--- src/rtl/ps2_pkg.sv ---
// Shared definitions for the PS/2 mouse receive path: frame states, frame/packet sizes,
// and bit positions within the mouse status byte.
package ps2_pkg;

    typedef enum logic [1:0] {
        IDLE,
        DATA,
        PARITY,
        STOP
    } frame_state_t;

    localparam int PS2_DATA_BITS = 8;
    localparam int PS2_PKT_BYTES = 3;

    localparam int PS2_L_BIT     = 0;
    localparam int PS2_R_BIT     = 1;
    localparam int PS2_M_BIT     = 2;
    localparam int PS2_SYNC_BIT  = 3;
    localparam int PS2_XSIGN_BIT = 4;
    localparam int PS2_YSIGN_BIT = 5;
    localparam int PS2_XOVF_BIT  = 6;
    localparam int PS2_YOVF_BIT  = 7;

endpackage

--- src/rtl/ps2_frame_rx.sv ---
// PS/2 frame receiver: data-line synchronizer, start/data/parity/stop FSM and mid-frame watchdog.
// Parity checking is compiled in only when PS2_RX_PARITY_CHK_EN is defined.
module ps2_frame_rx
    import ps2_pkg::*;
#(
    parameter int TIMEOUT_CYC = 50000
) (
    input  logic       clk,
    input  logic       rst,
    input  logic       fall_edge,
    input  logic       ps2_d_mouse,
    input  logic       rx_en,
    output logic [7:0] byte_data,
    output logic       byte_stb,
    output logic       err_stb,
    output logic       frame_busy
);

    localparam int TW = $clog2(TIMEOUT_CYC + 1);
    localparam int CW = $clog2(PS2_DATA_BITS);

    logic          d_meta;
    logic          d_s;
    frame_state_t  state;
    frame_state_t  state_nxt;
    logic [CW-1:0] cnt;
    logic [TW-1:0] wd;
    logic          timeout;
    logic          par_err;

    // NOTE: sequential state always uses non-blocking assignments so every flop samples pre-edge values.
    always_ff @(posedge clk or negedge rst) begin
        if (!rst) begin
            d_meta <= 1'b1;
            d_s    <= 1'b1;
        end else begin
            d_meta <= ps2_d_mouse;
            d_s    <= d_meta;
        end
    end

    // Fires on the cycle the count would reach TIMEOUT_CYC; a coincident edge wins.
    assign timeout = (state != IDLE) && !fall_edge && (wd == TW'(TIMEOUT_CYC - 1));

    always_ff @(posedge clk or negedge rst) begin
        if (!rst) state <= IDLE;
        else      state <= state_nxt;
    end

    // NOTE: state_nxt gets a default before any branch so no latch is inferred.
    always_comb begin
        state_nxt = state;
        if (!rx_en || timeout) begin
            state_nxt = IDLE;
        end else if (fall_edge) begin
            unique case (state)
                IDLE:    if (!d_s) state_nxt = DATA;
                DATA:    if (cnt == CW'(PS2_DATA_BITS - 1)) state_nxt = PARITY;
                PARITY:  state_nxt = STOP;
                STOP:    state_nxt = IDLE;
                default: state_nxt = IDLE;
            endcase
        end
    end

    always_comb begin
        byte_stb   = 1'b0;
        err_stb    = 1'b0;
        frame_busy = (state != IDLE);
        if (rx_en) begin
            if (timeout) begin
                err_stb = 1'b1;
            end else if (fall_edge && state == STOP) begin
                if (d_s && !par_err) byte_stb = 1'b1;
                else                 err_stb  = 1'b1;
            end
        end
    end

    always_ff @(posedge clk or negedge rst) begin
        if (!rst) begin
            cnt       <= '0;
            byte_data <= '0;
            wd        <= '0;
        end else begin
            if (!rx_en || fall_edge || timeout || state == IDLE) wd <= '0;
            else                                                  wd <= wd + 1'b1;

            if (rx_en && fall_edge) begin
                if (state == IDLE) begin
                    cnt <= '0;
                end else if (state == DATA) begin
                    byte_data[cnt] <= d_s;
                    cnt            <= cnt + 1'b1;
                end
            end
        end
    end

`ifdef PS2_RX_PARITY_CHK_EN
    logic par_bit;

    always_ff @(posedge clk or negedge rst) begin
        if (!rst)                                         par_bit <= 1'b0;
        else if (rx_en && fall_edge && state == PARITY) par_bit <= d_s;
    end

    // Odd parity: data plus parity bit must XOR to 1.
    assign par_err = ~(^{byte_data, par_bit});
`else
    assign par_err = 1'b0;
`endif

endmodule

--- src/rtl/ps2_mouse_rx_ctrl.sv ---
// PS/2 mouse receive controller: groups received bytes into 3-byte packets with sign-extended deltas.
// Optional parity checking in the frame receiver is enabled by PS2_RX_PARITY_CHK_EN.
module ps2_mouse_rx_ctrl
    import ps2_pkg::*;
#(
    parameter int TIMEOUT_CYC = 50000
) (
    input  logic       clk,
    input  logic       rst,
    input  logic       fall_edge,
    input  logic       ps2_d_mouse,
    input  logic       rx_en,
    output logic       pkt_valid,
    output logic [7:0] pkt_status,
    output logic [8:0] pkt_dx,
    output logic [8:0] pkt_dy,
    output logic       frame_err,
    output logic       busy
);

    localparam logic [1:0] IDX_LAST = 2'(PS2_PKT_BYTES - 1);

    logic [7:0] byte_data;
    logic       byte_stb;
    logic       err_stb;
    logic       frame_busy;
    logic [1:0] idx;
    logic [7:0] hold0;
    logic [7:0] hold1;

    ps2_frame_rx #(
        .TIMEOUT_CYC (TIMEOUT_CYC)
    ) u_frame_rx (
        .clk         (clk),
        .rst         (rst),
        .fall_edge   (fall_edge),
        .ps2_d_mouse (ps2_d_mouse),
        .rx_en       (rx_en),
        .byte_data   (byte_data),
        .byte_stb    (byte_stb),
        .err_stb     (err_stb),
        .frame_busy  (frame_busy)
    );

    assign busy = frame_busy || (idx != 2'd0);

    always_ff @(posedge clk or negedge rst) begin
        if (!rst) begin
            idx        <= 2'd0;
            pkt_valid  <= 1'b0;
            frame_err  <= 1'b0;
            pkt_status <= 8'h00;
            pkt_dx     <= 9'h000;
            pkt_dy     <= 9'h000;
        end else begin
            pkt_valid <= 1'b0;
            frame_err <= 1'b0;
            if (!rx_en) begin
                idx <= 2'd0;
            end else if (err_stb) begin
                frame_err <= 1'b1;
                idx       <= 2'd0;
            end else if (byte_stb) begin
                if (idx == 2'd0) begin
                    // A first byte without the always-one bit means we joined mid-packet.
                    if (byte_data[PS2_SYNC_BIT]) idx <= 2'd1;
                end else if (idx == IDX_LAST) begin
                    pkt_status <= hold0;
                    pkt_dx     <= {hold0[PS2_XSIGN_BIT], hold1};
                    pkt_dy     <= {hold0[PS2_YSIGN_BIT], byte_data};
                    pkt_valid  <= 1'b1;
                    idx        <= 2'd0;
                end else begin
                    idx <= idx + 2'd1;
                end
            end
        end
    end

    // NOTE: byte holding registers need no reset; they are always written before being read.
    always_ff @(posedge clk) begin
        if (byte_stb) begin
            if (idx == 2'd0) hold0 <= byte_data;
            if (idx == 2'd1) hold1 <= byte_data;
        end
    end

endmodule

--- config.mk ---
export PLATFORM = sky130hd
export DESIGN_NAME = ps2_mouse_rx_ctrl
export DESIGN_NICKNAME = d
export VERILOG_FILES = /design/src/rtl/ps2_pkg.sv /design/src/rtl/ps2_frame_rx.sv /design/src/rtl/ps2_mouse_rx_ctrl.sv
export SDC_FILE = /design/constraint.sdc
export NUM_CORES = 1
export LEC_CHECK = 0
export ABC_CLOCK_PERIOD_IN_PS = 3600
export CORE_ASPECT_RATIO = 1.5
export CORE_MARGIN = 2
export CORE_UTILIZATION = 45
export DETAILED_ROUTE_END_ITERATION = 10
export PLACE_DENSITY = 0.62
export REMOVE_ABC_BUFFERS = 1
export SLEW_MARGIN = 20
export SYNTH_ARGS = -nofsm -noshare
export SYNTH_HDL_FRONTEND = slang
export SYNTH_HIERARCHICAL = 1
export SYNTH_SLANG_ARGS = --single-unit
--- constraint.sdc ---
create_clock -name clk -period 3.6 [get_ports clk]
set_input_delay 0.72 -clock clk [delete_from_list [all_inputs] [get_ports clk]]
set_output_delay 0.72 -clock clk [all_outputs]
set_load 0.02 [all_outputs]
# Word-level counts from Yosys, hierarchy flattened
# Index checks and enable logic that the tools add are counted.
word_totals:
  register_bits: 77
  word_cells: 90
op_classes:
  order_cmp: 2
  n_bitwise: 3
  n_eq_ne: 11
  reduce_logical: 25
  n_addsub: 3
  muxes: 32
ops:
  columns: ["cell", "count"]
  rows:
  - ["$mux W2", 10]
  - ["$add A16 B1 Y16 const B", 1]
  - ["$eq A16 B16 Y1 const B", 1]
  - ["$mux W1", 16]
  - ["$mux W16", 1]
  - ["$bwmux W8", 1]
  - ["$pmux W2 S4", 1]
  - ["$reduce_and A2 Y1", 4]
  - ["$reduce_bool A2 Y1", 4]
  - ["$eq A2 B2 Y1 const B", 3]
  - ["$mux W3", 2]
  - ["$ne A3 B1 Y1 const B", 2]
  - ["$reduce_and A3 Y1", 2]
  - ["$logic_and A1 B1 Y1", 5]
  - ["$logic_or A1 B1 Y1", 5]
  - ["$reduce_and A5 Y1", 1]
  - ["$eq A2 B1 Y1 const B", 2]
  - ["$logic_not A2 Y1", 2]
  - ["$lt A3 B4 Y1 const B", 1]
  - ["$ne A4 B3 Y1 const B", 1]
  - ["$add A3 B1 Y3 const B", 1]
  - ["$demux W1 S3", 1]
  - ["$eq A3 B3 Y1 const B", 1]
  - ["$ge A3 B1 Y1 const B", 1]
  - ["4 further kinds", 7]

# Depth between registers and ports, before layout
# Gate-level depths: netlist of the first run.
depth:
  word_depth: 8
  depth_mapped: 12
  ltp_nobuf: 9

# By module
# The synthesis of the first run kept the hierarchy.
modules_own_cells:
  columns: ["mod", "area_per_inst_um2", "cells_each", "n_inst"]
  rows:
  - ["ps2_mouse_rx_ctrl", 1675.4, 87, 1]
  - ["ps2_frame_rx", 1606.5, 157, 1]

# Least setup slack after synthesis of the first run
# OpenSTA, ideal clock, no wires.
synth_path:
  path_type: "in2reg"
  start: "in fall_edge"
  end: "reg pkt_dx[6]"
  required_ns: 3.475
  n_path_buf: 3
  arrival_ns: 2.396
  setup_slack_ns: 1.079
  cell_stages: 10
  path_cell_list: "buf_6 nor4b_1 nand4_1 o21ai_0 nor2_1 nand2_1 or3_1 buf_6 buf_12 mux2_4"
synth_between:
  elab_cells_between_ends: 12
synth_rtl:
  columns: ["item", "line", "rtl"]
  rows:
  - ["start: declaration", "ps2_mouse_rx_ctrl.sv:10", "input logic fall_edge,"]
  - ["$logic_not A1 Y1", "ps2_frame_rx.sv:43", "assign timeout = (state != IDLE) && !fall_edge && (wd == TW'(TIMEOUT_CYC - 1));"]
  - ["$logic_and A1 B1 Y1 (2 in series)", "ps2_frame_rx.sv:43", null]
  - ["$mux W1 (*)", "ps2_frame_rx.sv:71", "if (timeout) begin"]
  - ["$mux W1 (*)", "ps2_frame_rx.sv:70", "if (rx_en) begin"]
  - ["net byte_stb", "ps2_mouse_rx_ctrl.sv:24", "logic byte_stb;"]
  - ["$reduce_and A5 Y1 (no line) (*)", null, null]
  - ["end signal: assignment", "ps2_mouse_rx_ctrl.sv:69", "pkt_dx <= {hold0[PS2_XSIGN_BIT], hold1};"]
  - ["end: declaration", "ps2_mouse_rx_ctrl.sv:15", "output logic [8:0] pkt_dx,"]
# The timed path passes the listed nets; every way through them passes the cells marked *.
# A chain may end at the register's enable or synchronous reset.

# Worst setup path in the final report of the first run
layout_path:
  start: "reg u_frame_rx.state[1]"
  end: "out busy"
layout_between:
  elab_chain_cells: 2
layout_rtl:
  columns: ["item", "line", "rtl"]
  rows:
  - ["start: declaration", "ps2_frame_rx.sv:24", "frame_state_t state;"]
  - ["start signal: assignment", "ps2_frame_rx.sv:47", "else state <= state_nxt;"]
  - ["$reduce_bool A2 Y1", "ps2_frame_rx.sv:69", "frame_busy = (state != IDLE);"]
  - ["net frame_busy", "ps2_mouse_rx_ctrl.sv:26", "logic frame_busy;"]
  - ["$logic_or A1 B1 Y1", "ps2_mouse_rx_ctrl.sv:45", "assign busy = frame_busy || (idx != 2'd0);"]
  - ["end: declaration", "ps2_mouse_rx_ctrl.sv:18", "output logic busy"]
# The timed path passes the listed nets, and every way through them passes these cells.

==> flow_summary.yaml, run 1 <==
detailed_routing:
  drt_iter0_drc: 113
  drc: 0
  firstDrtPassIters: 4
  wl_microns: 5210
  via_per_inst: 5.04
  ant_nets: 0
  num_vias: 1851
  drt-wirelength-per-cell_microns: 14.2
clock_network:
  cts_max_level: 3
  cts_buffers: 9
  cts-root-buf: "clkbuf_8"
  clk_pin_slew_worst_paths_ps: 70
  clockBufferDepth: 2
  cts_setup_buffers: 0
  holdBufCountCts: 0
  cts_tree: "yes"
  cts_resized: 0
  clock-sinks: 75
  clk_latency_ps: 350
timing:
  fin_tns_setup_ps: 0
  skew_ps: 6.33
  setup_viol: 0
  worst_pin_slew_ps: 776
  slew_headroom: 0.482
  slew_violations: 0
  finalCriticalPeriod_ps: 2970
  fmax_mhz: 336
  finalCritPeriodShare: 0.826
  hold_viol_final: 0
  rsz0062_at_grt: "no"
global_routing:
  grt_pass1_wl_microns: 9000
  grt_pass1_vias: 1848
  grt_max_degree: 36
  grt_use_total: 0.153
  overflow: 0
  antenna_found_initial: 0
floorplanning:
  dieArea_sq_um: 8010
  std_cell_rows: 38
  die_w_microns: 73.7
  initial_core_util: 0.460
  coreArea_sq_um: 7130
  ios: 34
  dieHeight_microns: 109
place:
  port_buffers: 33
  dp_cells: 351
  place.gp.congestion: 0.732
  dp_hpwl_microns: 3590
worst_setup_path:
  slowest_delay_ps: 540
  cp_slowest_cell: "clkdlybuf4s50_1"
  cp.required_ps: 2880
  worstSetupEndpointType: "primary output"
  crit_path_frequent_cell: "inv_1"
  crit_family: "buffers and inverters"
  r2r_cells: 10
  crit_path_start_kind: "flop"
  worstPathMaxFanout: 10
  crit_arrival_ps: 2250
  crit_buf_inv: 3
  crit_chain: "inv_1 > ha_1 > inv_1 > or3_1 > clkdlybuf4s50_1"
  critical_path_class: "flop to primary output"
  crit_path_start: "u_frame_rx/state[1]"
  crit_cells: 5
  r2r-start: "u_frame_rx/state[0]"
logic_synthesis:
  yosysSeqAreaShare: 0.597
  synth_area_per_cell_sq_um: 13.5
  ys_ff_latch: 75
  yosysWarnings: 6
  syn_inst: 244
  syn_area_sq_um: 3280
  synth_cell_types: 41
job:
  maxCapViolations: 0
power:
  ir_worst_vdd_uv: 196
  total_power_mw: 1.54
  powerDensity_nw_per_um2: 401
  p_leak_nw: 1.67
worst_hold_path:
  hp-class: "flop to flop"
  holdPathStages: 0
  hp-start: "u_frame_rx/d_meta"
cells_and_area:
  area_delta_synth_final_pct: 16.8
  finalNetCount: 294
  fin_cells: 367
  insertedDiodeCount: 0
  drive_gt1_frac: 0.220
status:
  status: "finished clean"
stage by stage:
stage / setup WS (ps) / area [sq um] / utilization / hold WS [ps]
global placement: 464 / 3650 / 0.512 / 348
detailed placement: 379 / 3650 / 0.512 / 352
floorplan: 617 / 3180 / - / 345
CTS: 589 / 3830 / 0.537 / 363
finish: 628 / 3830 / 0.537 / 360
global route: 493 / 3830 / 0.537 / 373
layout make-up:
type | count | area [sq um]
fillers | 617 | 3300
well taps | 80 | 100
clock inverters | 4 | 25.0
repair buffers | 38 | 375
inverters | 8 | 30.0
clock buffers | 12 | 155
multi-input cells | 150 | 1190
flip-flops and latches | 75 | 1960
worst register-to-register path, stage by stage, from the launching register on:
cell and delay (ps):
dfrtp_1 400, inv_1 80, ha_1 330, nor4b_1 290, nand4_1 190, o21ai_0 320, nor2_1 160, nand2_1 100
or3_1 150, buf_12 210, mux2_2 370
power breakdown:
part	internal [mW]	switching, mW
clock	0.285	0.298
combinational	0.0248	0.0411
sequential	0.876	0.0108
sequential cells by signal (all words and copies together) (netlist names):
register	cells
u_frame_rx/d_s	1
pkt_valid	1
pkt_dy	8
pkt_dx	8
u_frame_rx/wd	16
hold0	8
u_frame_rx/byte_data	8
idx	2
u_frame_rx/state	2
pkt_status	8
u_frame_rx/d_meta	1
u_frame_rx/cnt	3
hold1	8
frame_err	1
cell usage in the layout, fill, tap and decap left out, drive strengths merged, types with 2 or more instances in the layout:
cell type / n
o21ai: 3
nand3: 10
nor3b: 4
nor3: 5
nor2: 28
edfxtp: 16
and2: 2
nor4b: 3
clkbuf: 12
nand2b: 2
clkinvlp: 2
inv: 8
dfrtp: 57
dfstp: 2
clkinv: 2
nor4: 4
xor2: 2
nand3b: 2
ha: 7
clkdlybuf4s50: 32
mux2i: 2
a21oi: 2
mux2: 33
buf: 6
xnor2: 12
nand2: 14
or3: 3
nor2b: 2
nand4: 4
kinds of logic after synthesis:
kind of cell               after synthesis  synth area share
AOI/OAI and AO/OA                       10            0.0210
xor gates and xnor gates                14            0.0374
adders and majority gates                7            0.0267
buffers and inverters                   19            0.0412
DFF                                     75             0.597
muxes                                   35             0.141
and+or+nand+nor                         84             0.136
worst paths after layout:
path                                     end  slack [ps]
max                                     busy         630
min                           u_frame_rx/d_s         360
max reg2reg                        pkt_dx[2]         890
min reg2reg                   u_frame_rx/d_s         360
max in group asynchronous  u_frame_rx/d_meta        2290
min in group asynchronous          pkt_dy[1]         440
cells in the mapped netlist:
master    count  area, sq um
nand3_1      10         50.1
buf_2         1         5.00
xor2_1        2         17.5
o21bai_1      1         7.51
buf_4         2         15.0
nor2_1       28          105
a22o_1        1         8.76
edfxtp_1     16          480
clkbuf_1      2         7.51
buf_12        2         40.0
dfrtp_1      57         1430
mux2_4       19          285
nor3b_2       3         37.5
nor2b_1       2         12.5
and3_1        1         6.26
o21ai_0       3         15.0
nor4_1        4         25.0
mux2_2       14          158
mux2i_1       2         20.0
xnor2_1      12          105
or3_4         1         11.3
or3_1         2         12.5
ha_1          7         87.6
a21oi_1       2         10.0
nand2b_4      1         13.8
a41oi_1       1         8.76
buf_1         1         3.75
nor4b_1       3         26.3
o211ai_2      1         12.5
nand2_1      14         52.6
buf_6         3         33.8
nor3b_1       1         7.51
o22ai_1       1         6.26
dfstp_2       2         52.6
nand3b_1      2         15.0
nor3_1        5         25.0
and2_2        1         7.51
and2_1        1         6.26
nand2b_1      1         6.26
inv_1         8         30.0
nand4_1       4         25.0
metal layers:
layer  vias to the layer above  global-route usage  wire [microns]
li1                        916                   -               -
met1                       892               0.176            2170
met2                        32               0.248            2720
met3                        11              0.0457             152
met4                         0              0.0883             162
met5                         -                   0               0
(Power assumes the default switching activity.)
==> run 2, diff against run 1 <==
ABC_CLOCK_PERIOD_IN_PS = 2700   (was 3600)
PLACE_DENSITY = 0.64   (was 0.62)
clock period = 2.7 ns   (was 3.6 ns; I/O delays follow)
==> run 2 against run 1 <==
Against the previous run:
- sequential share of layout area down 1.0 points
- routed wire length down 0.31%
- total power up 37%
- final area up 2.0%
- die area unchanged
- first-iteration DRC count down 21%
- worst setup slack worse by 430 ps
- non-clock buffer count up 8
- count of clock-buffer cells in the layout down 2
- largest power group unchanged
==> flow_summary.yaml, run 2 (synthesis gave the netlist of run 1 again) <==
timing:
  worst_pin_slew_ps: 722
  whs_ps: 214
  finalCriticalPeriod_ps: 2500
  hold_viol_final: 0
  skew_ps: 9.77
  setup_viol: 0
  fin_tns_setup_ps: 0
  slew_violations: 0
  finalCritPeriodShare: 0.926
  slew_headroom: 0.517
  rsz0062_at_grt: "no"
  fmax_mhz: 400
worst_setup_path:
  crit_arrival_ps: 2570
  cp.required_ps: 2770
  worstSetupEndpointType: "flop"
  crit_path_start_kind: "flop"
  crit_path_start: "u_frame_rx/wd[0]"
  critical_path_class: "flop to flop"
  r2r-start: "u_frame_rx/wd[0]"
  worstPathMaxFanout: 7
global_routing:
  overflow: 0
  grt_max_degree: 29
  grt_use_total: 0.154
  grt_pass1_vias: 1975
  antenna_found_initial: 0
  grt_pass1_wl_microns: 9250
detailed_routing:
  drc: 0
  drt-wirelength-per-cell_microns: 13.8
  wl_microns: 5190
  num_vias: 1902
  firstDrtPassIters: 3
  via_per_inst: 5.07
  ant_nets: 0
  drt_iter0_drc: 89
cells_and_area:
  layout_commonest_cell: "dfrtp_1"
  drive_gt1_frac: 0.237
  insertedDiodeCount: 0
  largest_register_ffs: 16
  finalNetCount: 302
  multi_input_area_sq_um: 1190
  final_cell_mix: "dfrtp_1 (57), clkdlybuf4s50_1 (31), nor2_1 (28)"
  ff_latch_area_sq_um: 1960
  top_register: "u_frame_rx/wd"
  area_delta_synth_final_pct: 19.1
  n_fill_cell: 615
place:
  place.gp.congestion: 0.807
  dp_hpwl_microns: 3610
  port_buffers: 33
floorplanning:
  std_cell_rows: 38
  initial_core_util: 0.460
  die_w_microns: 73.7
  ios: 34
  dieArea_sq_um: 8010
  coreArea_sq_um: 7130
  dieHeight_microns: 109
clock_network:
  holdBufCountCts: 0
  cts_tree: "yes"
  clk_latency_ps: 360
  cts_max_level: 3
  clockBufferDepth: 2
  cts-root-buf: "clkbuf_8"
  clock-sinks: 75
  cts_buffers: 9
  clk_pin_slew_worst_paths_ps: 70
power:
  powerDensity_nw_per_um2: 538
  ir_worst_vdd_uv: 352
  p_leak_nw: 1.73
job:
  maxCapViolations: 0
status:
  status: "finished clean"
worst_hold_path:
  hp-class: "primary input to async pin"
[run 2: repair_timing]
action	4_1_cts	5_1_grt
buffers inserted	0	0
setup endpoints to repair	1	0
endpoints found under the hold margin	0	0
resized for setup	1	0
[run 2: metal layers]
metal | vias to the layer above | share of wire | GRT usage
li1 | 932 | - | -
met1 | 922 | 0.41 | 0.172
met2 | 34 | 0.53 | 0.259
met3 | 14 | 0.028 | 0.0326
met4 | 0 | 0.032 | 0.103
met5 | - | 0 | 0
[run 2: per-stage QoR]
| stage | cell area [sq um] | instances | util | total power [mW] | setup slack (ps) |
|---|---|---|---|---|---|
| floorplan | 3180 | 233 | - | 1.25 | -272 |
| global placement | 3720 | 359 | 0.522 | 1.30 | -68.5 |
| detailed placement | 3720 | 359 | 0.522 | 1.31 | -87.1 |
| CTS | 3910 | 375 | 0.548 | 2.13 | 178 |
| global route | 3910 | 375 | 0.548 | 2.19 | 0.0993 |
| finish | 3910 | 375 | 0.548 | 2.10 | 200 |
[run 2: path summary, 6_finish.rpt]
path                             endpoint  slack [ps]  depth (start not counted)
max                              hold0[7]         200                          8
min                         pkt_status[1]         210                          1
max reg2reg                      hold0[7]         200                          8
min reg2reg                u_frame_rx/d_s         360                          0
max in group asynchronous  u_frame_rx/d_s        1760                          2
min in group clk           u_frame_rx/d_s         360                          0
[run 2: cell type report]
type                            count  area share
Sequential cell                    75       0.501
Multi-Input combinational cell    150       0.304
Timing Repair Buffer               46       0.114
Clock buffer                       10      0.0327
Tap cell                           80      0.0256
Clock inverter                      6      0.0147
Inverter                            8     0.00768
[run 2: where the power goes]
part           switching [mW]  internal, mW
clock network           0.404         0.421
logic                  0.0567        0.0382
registers              0.0138          1.17
total                   0.474          1.63
[run 2: worst max-delay path, stage by stage, from the launching register on]
cell	delay, ps
dfrtp_1	410
ha_1	240
and3_1	230
nand2_1	150
o21ai_0	140
nor2_1	170
buf_4	140
nor3b_1	530
buf_12	200
